$ cat src/rtl/vga_pic_move_ctrl_pkg.sv
// Shared constants for the bouncing-picture controller: screen/picture geometry,
// RGB565 colours and the per-axis direction encoding.
package vga_pic_move_ctrl_pkg;

    localparam int H_VALID_DEF = 640;
    localparam int V_VALID_DEF = 480;
    localparam int PIC_W_DEF   = 100;
    localparam int PIC_H_DEF   = 100;

    localparam logic [15:0] RGB565_WHITE = 16'hFFFF;
    localparam logic [15:0] RGB565_BLACK = 16'h0000;

    typedef enum logic {
        FWD = 1'b0,
        REV = 1'b1
    } dir_t;

endpackage

$ cat src/rtl/vga_pic_move_ctrl_axis.sv
// One bounce axis: walks the picture edge between 0 and LIMIT-SIZE, one step per
// enabled frame, reversing direction when the next step would leave the screen.
module pic_bounce_axis
    import vga_pic_move_ctrl_pkg::*;
#(
    parameter int SIZE  = 100,
    parameter int LIMIT = 640,
    parameter int STEP  = 1,
    parameter int INIT  = 270
) (
    input  logic       sys_clk,
    input  logic       sys_rst,
    input  logic       step_en,
    output logic [9:0] pos,
    output dir_t       dir
);

    // 11-bit intermediates so pos+SIZE+STEP cannot wrap
    logic [10:0] pos_ext;
    logic        fwd_hit;
    logic        rev_hit;

    assign pos_ext = {1'b0, pos};
    assign fwd_hit = (pos_ext + 11'(SIZE + STEP)) > 11'(LIMIT);
    assign rev_hit = pos_ext < 11'(STEP);

    always_ff @(posedge sys_clk) begin
        if (sys_rst) begin
            pos <= 10'(INIT);
            dir <= FWD;
        end else if (step_en) begin
            case (dir)
                FWD: begin
                    if (fwd_hit) begin
                        dir <= REV;
                        pos <= pos - 10'(STEP);
                    end else begin
                        pos <= pos + 10'(STEP);
                    end
                end
                REV: begin
                    if (rev_hit) begin
                        dir <= FWD;
                        pos <= pos + 10'(STEP);
                    end else begin
                        pos <= pos - 10'(STEP);
                    end
                end
                default: dir <= FWD;
            endcase
        end
    end

endmodule

$ cat src/rtl/vga_pic_move_ctrl.sv
// Picture ROM read scheduler and compositor: raster-order ROM addressing for the
// moving picture window, background fill elsewhere, and the per-frame bounce.
module vga_pic_move_ctrl
    import vga_pic_move_ctrl_pkg::*;
#(
    parameter int          H_VALID  = H_VALID_DEF,
    parameter int          V_VALID  = V_VALID_DEF,
    parameter int          PIC_W    = PIC_W_DEF,
    parameter int          PIC_H    = PIC_H_DEF,
    parameter int          STEP     = 1,
    parameter int          ADDR_W   = 14,
    parameter logic [15:0] BG_COLOR = RGB565_WHITE
) (
    input  logic              sys_clk,
    input  logic              sys_rst,
    input  logic              pix_req,
    input  logic [9:0]        pix_x,
    input  logic [9:0]        pix_y,
    input  logic              frame_start,
    input  logic              move_en,
    output logic              rom_rd_en,
    output logic [ADDR_W-1:0] rom_addr,
    input  logic [15:0]       rom_data,
    output logic [15:0]       pix_data,
    output logic [9:0]        pic_x,
    output logic [9:0]        pic_y
);

    localparam logic [ADDR_W-1:0] ADDR_LAST = ADDR_W'(PIC_W * PIC_H - 1);

    logic              step_en;
    logic              in_pic;
    logic              req_d;
    logic              pic_d;
    logic [ADDR_W-1:0] addr_cnt;
    logic [10:0]       x_ext, y_ext, px_ext, py_ext;
    dir_t              dir_x, dir_y;
    logic [1:0]        dirs_unused;

    assign step_en = frame_start && move_en;

    pic_bounce_axis #(
        .SIZE (PIC_W),
        .LIMIT(H_VALID),
        .STEP (STEP),
        .INIT ((H_VALID - PIC_W) / 2)
    ) u_axis_x (
        .sys_clk(sys_clk),
        .sys_rst(sys_rst),
        .step_en(step_en),
        .pos    (pic_x),
        .dir    (dir_x)
    );

    pic_bounce_axis #(
        .SIZE (PIC_H),
        .LIMIT(V_VALID),
        .STEP (STEP),
        .INIT ((V_VALID - PIC_H) / 2)
    ) u_axis_y (
        .sys_clk(sys_clk),
        .sys_rst(sys_rst),
        .step_en(step_en),
        .pos    (pic_y),
        .dir    (dir_y)
    );

    // Directions are internal state only; kept as named nets for debug visibility
    assign dirs_unused = {dir_x, dir_y};

    assign x_ext  = {1'b0, pix_x};
    assign y_ext  = {1'b0, pix_y};
    assign px_ext = {1'b0, pic_x};
    assign py_ext = {1'b0, pic_y};

    assign in_pic = pix_req
                 && (x_ext >= px_ext) && (x_ext < px_ext + 11'(PIC_W))
                 && (y_ext >= py_ext) && (y_ext < py_ext + 11'(PIC_H));

    assign rom_rd_en = in_pic;
    assign rom_addr  = addr_cnt;

    // Address follows raster order only; frame_start beats a coincident read
    always_ff @(posedge sys_clk) begin
        if (sys_rst) begin
            addr_cnt <= '0;
            req_d    <= 1'b0;
            pic_d    <= 1'b0;
        end else begin
            req_d <= pix_req;
            pic_d <= in_pic;
            if (frame_start) begin
                addr_cnt <= '0;
            end else if (in_pic) begin
                addr_cnt <= (addr_cnt == ADDR_LAST) ? '0 : addr_cnt + 1'b1;
            end
        end
    end

    assign pix_data = pic_d ? rom_data : (req_d ? BG_COLOR : RGB565_BLACK);

endmodule

$ cat config.mk
export PLATFORM = sky130hd
export DESIGN_NAME = vga_pic_move_ctrl
export DESIGN_NICKNAME = d
export VERILOG_FILES = /design/src/rtl/vga_pic_move_ctrl_pkg.sv /design/src/rtl/vga_pic_move_ctrl_axis.sv /design/src/rtl/vga_pic_move_ctrl.sv
export SDC_FILE = /design/constraint.sdc
export NUM_CORES = 1
export LEC_CHECK = 0
export CORE_MARGIN = 1
export CORE_UTILIZATION = 46
export DETAILED_ROUTE_END_ITERATION = 6
export PLACE_DENSITY = 0.78
export SYNTH_ARGS = -nofsm -noshare
export SYNTH_HDL_FRONTEND = slang
export SYNTH_HIERARCHICAL = 1
export SYNTH_SLANG_ARGS = --single-unit
$ cat constraint.sdc
create_clock -name sys_clk -period 3.12 [get_ports sys_clk]
set_input_delay 0.624 -clock sys_clk [delete_from_list [all_inputs] [get_ports sys_clk]]
set_output_delay 0.624 -clock sys_clk [all_outputs]
set_load 0.05 [all_outputs]
# --- Yosys cells after proc, flatten, opt, wreduce, memory -nomap -nowiden ---
# Cells that the tools add are included.
op_classes:
  order_cmp: 8
  addsub: 9
  n_reduce_logical: 6
  n_eq_ne: 1
  bitwise_logic: 2
  mux: 15
ops:
  columns: ["operator", "n"]
  rows:
  - ["10-bit by 7-bit adder with 11-bit output (second input constant)", 4]
  - ["10-bit 2-to-1 mux", 4]
  - ["10-bit case mux with 2 select lines", 2]
  - ["16-bit 2-to-1 mux", 2]
  - ["10-bit by 11-bit less-than comparator with 1-bit output", 2]
  - ["10-bit by 1-bit adder with 10-bit output (second input constant)", 2]
  - ["10-bit >= comparator", 2]
  - ["10-bit by 1-bit less-than comparator with 1-bit output (second input constant)", 2]
  - ["10-bit by 1-bit subtractor with 10-bit output (second input constant)", 2]
  - ["14-bit by 1-bit adder with 14-bit output (second input constant)", 1]
  - ["14-bit equality test (second input constant)", 1]
  - ["14-bit 2-to-1 mux", 1]
  - ["11-bit by 10-bit > comparator with 1-bit output (second input constant)", 1]
  - ["11-bit by 9-bit > comparator with 1-bit output (second input constant)", 1]
  - ["1-bit logical AND", 5]
  - ["1-bit 2-to-1 mux", 4]
  - ["1-bit case mux with 2 select lines", 2]
  - ["1-bit inverter", 2]
  - ["2-bit OR reduction", 1]
totals:
  word_cells: 48
  register_bits: 38
  out_inout_bits: 51
  in_bits: 41

# --- Longest topological paths before layout ---
# Gate-level depths: netlist of the first run.
depth:
  depth_word: 5
  mapped_depth: 14
  ltp_nobuf: 13

# --- Cells and area by module ---
# Netlist of the first run, hierarchy kept.
modules_own_cells:
  columns: ["module", "cells_per_inst", "area_each_um2", "instances"]
  rows:
  - ["vga_pic_move_ctrl", 268, 1985.7, 1]
  - ["pic_bounce_axis at u_axis_y", 113, 895.9, 1]
  - ["pic_bounce_axis at u_axis_x", 108, 890.9, 1]

# --- Least setup slack after synthesis of the first run ---
# Ideal clock, no wire load.
synth_path:
  path_kind: "reg-to-output"
  startpoint: "reg u_axis_y.pos[2]"
  endpoint: "out rom_rd_en"
  arrival_ps: 3190
  path_slack_ps: -694
  path_buffers: 1
  path_stages_with_launch: 13
  cell_sequence: "dfxtp_1 -> ha_1 -> a21oi_1 -> nand2_1 -> nand2_1 -> xnor2_1 -> ha_1 -> a2111oi_2 -> o211ai_1 -> a311oi_2 -> nand4_2 -> buf_2 -> inv_1"
synth_between:
  elab_chain_cells: 3
  word_cells_on_any_way: 5
synth_lines:
  columns: ["element", "line_no", "rtl"]
  rows:
  - ["from (decl)", "vga_pic_move_ctrl_axis.sv:14", "output logic [9:0] pos,"]
  - ["from (signal assigned)", "vga_pic_move_ctrl_axis.sv:29", "pos <= 10'(INIT);"]
  - ["from (signal assigned)", "vga_pic_move_ctrl_axis.sv:36", "pos <= pos - 10'(STEP);"]
  - ["from (signal assigned)", "vga_pic_move_ctrl_axis.sv:38", "pos <= pos + 10'(STEP);"]
  - ["10-bit by 7-bit adder with 11-bit output or 10-bit >= comparator (tied branches)", "vga_pic_move_ctrl.sv:78", "&& (y_ext >= py_ext) && (y_ext < py_ext + 11'(PIC_H));"]
  - ["10-bit by 11-bit less-than comparator with 1-bit output or 1-bit logical AND (tied branches)", "vga_pic_move_ctrl.sv:78", null]
  - ["1-bit logical AND *", "vga_pic_move_ctrl.sv:78", null]
  - ["to (decl)", "vga_pic_move_ctrl.sv:21", "output logic rom_rd_en,"]
# Every way passes the cells marked *; elsewhere a longest branch is shown, timed or not.

# --- Final worst setup path of the first run ---
# Ends and elaborated chain as after synthesis.

==> results of run 1 <==
==> cells in the mapped netlist (all sizes together), types with 4 or more instances <==
cell type / n / share of area
inv: 39 / 0.039
or2: 6 / 0.011
clkbuf: 13 / 0.013
a21oi: 27 / 0.036
nor2: 39 / 0.039
dfxtp: 38 / 0.20
nand3: 11 / 0.015
o31ai: 6 / 0.013
nor4: 5 / 0.0083
and2b: 4 / 0.0080
ha: 43 / 0.14
nand2: 62 / 0.064
nand4: 10 / 0.018
xnor2: 16 / 0.037
or4: 11 / 0.024
mux2: 7 / 0.021
a21o: 5 / 0.010
nand2b: 4 / 0.0066
a211oi: 5 / 0.011
mux2i: 24 / 0.064
nor2b: 13 / 0.022
a2111oi: 4 / 0.021
and3: 6 / 0.010
a31oi: 7 / 0.012
o211ai: 4 / 0.0080
nor3: 14 / 0.019
o21ai: 15 / 0.023
buf: 10 / 0.021
o21a: 4 / 0.0080
or3: 11 / 0.018
==> through the flow <==
stage	instance area, um2	setup WS (ns)	hold slack (ns)
after floorplan	3850	-0.00632	0.526
after global placement	5010	-0.276	0.493
after detailed placement	5010	-0.351	0.502
after CTS	5190	-0.310	0.513
after global routing	5220	-0.435	0.540
final	5220	-0.313	0.516
==> layer usage <==
| metal | wire length, um | track usage | part of all wire |
|---|---|---|---|
| met2 | 5220 | 0.453 | 0.52 |
| met1 | 4250 | 0.268 | 0.42 |
| met4 | 97 | 0.0560 | 0.0097 |
| met5 | 0 | 0 | 0 |
| met3 | 460 | 0.0304 | 0.046 |
==> worst max-delay path, cell delays in order (launching register included) <==
cell and delay (ns):
sky130_fd_sc_hd__dfxtp_4 0.38, sky130_fd_sc_hd__ha_4 0.18, sky130_fd_sc_hd__a21oi_4 0.17, sky130_fd_sc_hd__nand2_2 0.08
sky130_fd_sc_hd__nand2_2 0.09, sky130_fd_sc_hd__xnor2_2 0.11, sky130_fd_sc_hd__ha_1 0.28, sky130_fd_sc_hd__a2111oi_4 0.29
sky130_fd_sc_hd__o211ai_1 0.18, sky130_fd_sc_hd__a311oi_2 0.24, sky130_fd_sc_hd__nand4_2 0.20, sky130_fd_sc_hd__clkinvlp_4 0.17
sky130_fd_sc_hd__buf_12 0.14
==> flip-flops by register name (all words and copies together) (netlist names) <==
name / flops
u_axis_y/pos: 10
pic_d: 1
req_d: 1
u_axis_x/dir: 1
rom_addr: 14
u_axis_x/pos: 10
u_axis_y/dir: 1
==> power groups by stage <==
stage	logic [uW]	registers [uW]	clock network (uW)
finish	404	504	390
global route	439	506	408
CTS	401	504	395
detailed placement	392	515	0
global placement	380	515	0
floorplan	211	542	0
==> worst max path at each step <==
stage | from | end | slack (ns) | cells past startpoint
final | u_axis_y/pos[2] | rom_rd_en | -0.31 | 12
after global routing | u_axis_y/pos[2] | rom_rd_en | -0.43 | 12
after CTS | u_axis_y/pos[2] | rom_rd_en | -0.31 | 12
after detailed placement | pix_x[0] | rom_rd_en | -0.35 | 10
after global placement | pix_x[0] | rom_rd_en | -0.28 | 10
after floorplan | u_axis_y/pos[2] | rom_rd_en | -0.006 | 12
==> kinds of logic after synthesis <==
kind of cell    Yosys count  synth area share
mux                      31            0.0846
buf+inv                  62            0.0723
fa+ha+maj                43             0.143
compound gates           89             0.170
xor+xnor                 16            0.0371
simple gates            210             0.292
flops                    38             0.202
==> repair_timing <==
action | CTS | global route
cloned | 1 | 0
endpoints found under the hold margin | 0 | 0
setup endpoints to repair | 6 | 14
setup buffers | 1 | 1
resized for setup | 9 | 5
pin swaps | 0 | 1
==> layout make-up <==
| cell class | instances | area (um2) |
|---|---|---|
| clock buffer | 8 | 101 |
| fill | 681 | 2630 |
| inverter | 39 | 150 |
| multi-input combinational | 389 | 2830 |
| sequential | 38 | 796 |
| tap | 102 | 128 |
| timing repair buffer | 126 | 1220 |
==> run summary, run 1 <==
The worst setup path is captured at a primary output. Dividing total power by cell area gives a power density of 249 nW/um2. Across the VDD grid, the largest voltage drop is 0.246 mV. The number of hold buffers added after CTS was 0. The run gives 0 as the total overflow reported by the global router. For the setup-violating endpoint count in the final report, the log shows 12. Entering global routing, the biggest net connects 42 pins. For this design the static power due to leakage is 0.00212 uW.

The run gives 0.389 as the register share of total power. The clock arrives with 0.00897 ns of skew. For this design the total switching power over the nets is 417 uW. For the final estimated routing congestion in global placement, the log shows 0.860. The smallest setup slack after layout came out at -0.313 ns. The startpoint of the lowest-slack register-to-register path was u_axis_y/pos[2].

The final net count is 683, and the core utilization of the finished layout is 0.665. After floorplanning, the core was divided into 32 placement rows. In the synthesized netlist the dominant register cell turns out to be sky130_fd_sc_hd__dfxtp_1.

The first global-routing pass estimated 16.5 mm of wire. The clock network power share came out at 0.300. The fraction of layout cells with a size suffix above 1 is 0.148, and the number of top-level pins is 92. The post-route minimum period was 3.43 ns.

The tools report the logic gate share of total power as 0.311. The tool flagged a number of max-cap violations equal to 0. Clock tree synthesis inserted a total of 5 buffers. The global-route usage over all layers came out at 0.234. The proportion of total power due to net switching was 0.321; the clock transition at the register clock pins on the worst setup and hold paths after CTS was 0.08 ns. For this run, the number of standard cells in the final layout without fillers is 702. The design draws 1300 uW. For the worst setup path, the data arrival time is 2.81 ns. The sequential fraction of the synthesis area came out at 0.202. The worst hold endpoint is rom_addr[13]. For this run, design rule violations remaining after detail routing come to 0. The fraction of synthesis flops using an asynchronous set or reset pin is 0, and the starting DRC count in detailed routing is 181. The die area was 8570 um2. Most common cell after layout, fill and taps aside: sky130_fd_sc_hd__clkdlybuf4s50_1. In the synthesized netlist, the number of instances is 489. Counting cells, the worst reg-to-reg path comes to 15. Setup repair after global routing could not meet its margin everywhere. The type of origin of the critical path is a flip-flop. The number of sinks handled by clock tree synthesis is 38.

Using the TritonRoute via totals, the vias-per-cell ratio works out to 5.55. The number of failing hold endpoints at the final stage came out at 0. In the layout the commonest cells are sky130_fd_sc_hd__clkdlybuf4s50_1 (90), sky130_fd_sc_hd__nand2_1 (58), sky130_fd_sc_hd__ha_1 (41), sky130_fd_sc_hd__nor2_1 (39), sky130_fd_sc_hd__inv_1 (38). The slew at the pin closest to its max-slew limit works out to 1.08 ns.

The netlist uses 60 different library cells. Yosys printed 6 warnings. The run finished, with violations left.

Including well taps, the total number of placed cells is 691. Data on the critical path is required at its endpoint by 2.50 ns. For the synthesized net count, the log shows 573.

In this run the tool buffered the top-level ports with 91 buffer cells. TritonCTS built the clock tree. The reg-to-reg setup timing slack was -0.25 ns. The insertion delay to the later sink of the worst-skew pair is 0.30 ns. The via count of the first global-routing pass was 3759; the height of the die was 92.6 um. The total number of H-tree levels came out at 2.

Final clock period utilization by the worst path: 1.10. The run gives 881 uW as the internal power summed over all cells. The run gives 10.0 mm as the post-detailed-routing wire length. The checks that failed: negative setup slack.

The path class of the tightest hold or removal check is flip-flop to flip-flop. Detailed routing inserted a total of 3899 vias. The run gives 0.276 as the relative slew slack.

Once detail routing completed, the nets flagged for antenna violations numbered 0. The die is 92.6 um wide. Final max-slew violation count: 0.

The largest driver fanout on the critical path works out to 5. The worst hold path cell count works out to 2. The capturing point of the worst reg2reg path was rom_addr[6].

A synthesized cell averages 7.71 um2. Initial antenna violation count: 0. No sink is reached through more buffers than the 2 on the longest clock path.

For the count of TritonRoute iterations in the first routing pass, the log shows 4. The placed wire-length estimate after detailed placement was 7.56 mm. In this run, synthesis produced a sequential element count of 38. The tools report the startpoint of the tightest hold check path as rom_addr[13]. The effective utilization at floorplan is 0.481, and the wire length per cell is 14.3 um.

Area of the mapped netlist: 3770 um2. The tools report the buffer type at the clock tree root as sky130_fd_sc_hd__clkbuf_8. Count of flip-flops with a built-in enable after synthesis: 0. The achievable clock frequency was 291 MHz; the number of inserted diodes was 0.

The floorplan step defined a core boundary enclosing 7850 um2. Relative to the synthesized area, the layout overhead comes to 38.3%. The critical path is of the flip-flop to primary output type. Summed over all failing endpoints, the final setup total negative slack is -1.90 ns.
No activity file was read; power rests on OpenSTA's default activity.
==> run 2, diff against run 1 <==
- CTS_BUF_LIST: not set -> sky130_fd_sc_hd__clkbuf_16
==> run 2 against run 1 <==
Effect of this change: total power increased by 12%; clock skew decreased by 0.0026 ns; the flow still finishes with violations (negative setup slack); critical endpoint unchanged; via count increased by 4.1%; first-iteration DRC count increased by 0.55%; non-clock buffer count increased by 13; register-to-register slack improved by 0.07 ns; combinational power increased by 2%; setup slack improved by 0.040 ns; largest power group is now clock; routed wire length increased by 6.2%.
==> run summary, run 2 (synthesized netlist as in run 1, its figures left out) <==
The run finished, with violations left. The checks that failed: negative setup slack. Number of vias per cell after detailed routing: 5.68. The maximum number of pins on one net before global-route repair came out at 42.

Number of inserted diodes: 0. The multi-input combinational cells in the finished layout cover a total of 2850 um2. In the final design database the tool counted 696 nets. The static leakage came out at 0.00221 uW. Buffer type at the clock tree root: sky130_fd_sc_hd__clkbuf_16. At the end of routability-driven placement, the weighted congestion stood at 0.860.

During placement, the flow inserted port buffers numbering 91. Largest stage delay on the critical path: 0.36 ns. The clock passes through at most 2 buffers.

Registers take 796 um2. The post-route minimum period was 3.39 ns; the insertion delay to the later sink of the worst-skew pair was 0.28 ns. The die covers 8570 um2. The final clock period utilization by the worst path is 1.09, and the smallest setup slack after layout is -0.273 ns.

Hold is met by 0.516 ns. For the effective utilization at floorplan, the log shows 0.481. The tools report the area of the core as 7850 um2.

The maximum clock skew at final layout was 0.00634 ns; the core utilization of the finished layout was 0.688. Largest delay contributor family on the critical path: compound AO/OA/AOI/OAI gates. VDD sags by at most 0.258 mV.

Relative slew slack: 0.295. Hold repair after CTS inserted 0 buffers. Setup violations remaining at the end of the flow were counted as 11.

The placement row count was 32; the buffer and inverter count on the worst path was 2. Leaving out fill and tap cells, the most frequent cells in the layout are sky130_fd_sc_hd__clkdlybuf4s50_1 (90), sky130_fd_sc_hd__nand2_1 (58), sky130_fd_sc_hd__buf_4 (45), sky130_fd_sc_hd__ha_1 (41), sky130_fd_sc_hd__inv_1 (40). Counting the buffers created by CTS gives 5. At the pin with the least slew margin, the transition time is 1.05 ns.

After detailed routing, the average wire length per cell comes to 14.9 um. Data on the critical path is required at its endpoint by 2.50 ns. The number of failing hold endpoints at the final stage is 0. Summed over all layers, the global routing overflow is 0. Timing would allow up to 295 MHz. In this run the count of I/O pins placed on the die edge is 92.

The starting DRC count in detailed routing is 182, and the post-detailed-routing wire length is 10.6 mm. Number of flip-flops under the largest register name: 14. STA classifies the critical path startpoint as a flip-flop.

The library cell used most frequently in the layout, excluding fill and tap cells, is sky130_fd_sc_hd__clkdlybuf4s50_1. The run gives 5 as the count of TritonRoute iterations in the first routing pass. Final max-slew violation count: 0.

The height of the die is 92.6 um, and the initial antenna violation count is 0. TritonCTS built the clock tree. Power spread over the standard cell area amounts to 269 nW/um2.

Critical path arrival: 2.77 ns. After detailed routing, the number of remaining DRC violations is 0. In this run the worst path has a maximum fanout of 4.

Walking the worst path, the cells encountered are ha_4 > a21oi_4 > nand2_2 > nand2_2 > xnor2_2 > ha_1 > a2111oi_4 > o211ai_1 > a311oi_2 > nand4_4 > clkinvlp_4 > buf_12. The die span in x was 92.6 um; the number of nets with antenna violations after detailed routing was 0. By startpoint and endpoint, the worst setup path is classified as flip-flop to primary output.

The number of sinks handled by clock tree synthesis was 38; the routed via count was 4060. Fill cells in the final layout number 641. The tool flagged a number of max-cap violations equal to 0.

Before CTS, the worst setup slack after placement is -0.351 ns. After legalization and detailed placement, the total HPWL measured 7.56 mm. For the global-route wire length before repair, the log shows 17.5 mm.

The H-tree was split into 2 levels. After clock tree synthesis, the clock-pin slew on the worst setup and hold paths is 0.06 ns. The fraction of layout cells with a size suffix above 1 works out to 0.173.

The kind of end point of the critical path is a primary output. Most frequent cell on the critical path: sky130_fd_sc_hd__nand2_2. The slowest stage of the critical path belongs to the cell sky130_fd_sc_hd__dfxtp_4. The via count of the first global-routing pass came out at 3907.

Setup repair after global routing could not meet its margin everywhere. The relative area change from synthesis to final layout is 43.1%, and the global-route usage over all layers is 0.248. The tightest min-delay check is of the flip-flop to flip-flop type.
==> run 2: layout make-up <==
cell class | instances | area share
clock buffers | 6 | 0.0278
clock inverters | 2 | 0.00139
flip-flops and latches | 38 | 0.147
well taps | 102 | 0.0236
multi-input cells | 389 | 0.528
inverters | 39 | 0.0278
repair buffers | 139 | 0.244
==> run 2: per-layer routing <==
metal,wire [um],GRT usage
met5,0,0
met3,486,0.0320
met2,5520,0.475
met4,249,0.0885
met1,4400,0.277
==> run 2: power breakdown <==
group	internal, uW	switching [uW]
clock network	339	195
logic	188	225
registers	491	14.3
total	1020	434
==> run 2: timing repair <==
action / 4_1_cts / 5_1_grt
pin swaps: 14 / 0
endpoints found under the hold margin: 0 / 0
setup endpoints to repair: 6 / 14
buffers inserted: 14 / 1
gates cloned: 1 / 0
gates resized for setup: 11 / 9
==> run 2: worst min-delay path, cell delays in order, from the launching register on <==
cell and delay (ns):
sky130_fd_sc_hd__dfxtp_1 0.33, sky130_fd_sc_hd__o21ai_0 0.08, sky130_fd_sc_hd__a21oi_1 0.06
==> run 2: path summary, 6_finish.rpt <==
kind                                      start            to  slack, ns  cells past startpoint
worst min-delay path               rom_addr[13]  rom_addr[13]       0.52                      2
worst min register to register     rom_addr[13]  rom_addr[13]       0.52                      2
worst max register to register  u_axis_y/pos[3]   rom_addr[4]      -0.18                     15
worst max-delay path            u_axis_y/pos[3]     rom_rd_en      -0.27                     12
==> run 2: metrics by stage <==
stage / total power [uW] / setup TNS, ns / area, um2 / std cells
after floorplan: 753 / -0.00632 / 3850 / 489
after global placement: 895 / -1.11 / 5010 / 691
after detailed placement: 907 / -2.10 / 5010 / 691
after CTS: 1460 / -0.441 / 5350 / 714
after global routing: 1510 / -3.51 / 5400 / 715
final: 1450 / -1.51 / 5400 / 715
==> run 3, diff against run 2 <==
- CTS_CLUSTER_SIZE: not set -> 25
==> results of run 3 <==
The final DEF is identical to that of run 2; final timing and power are the same.
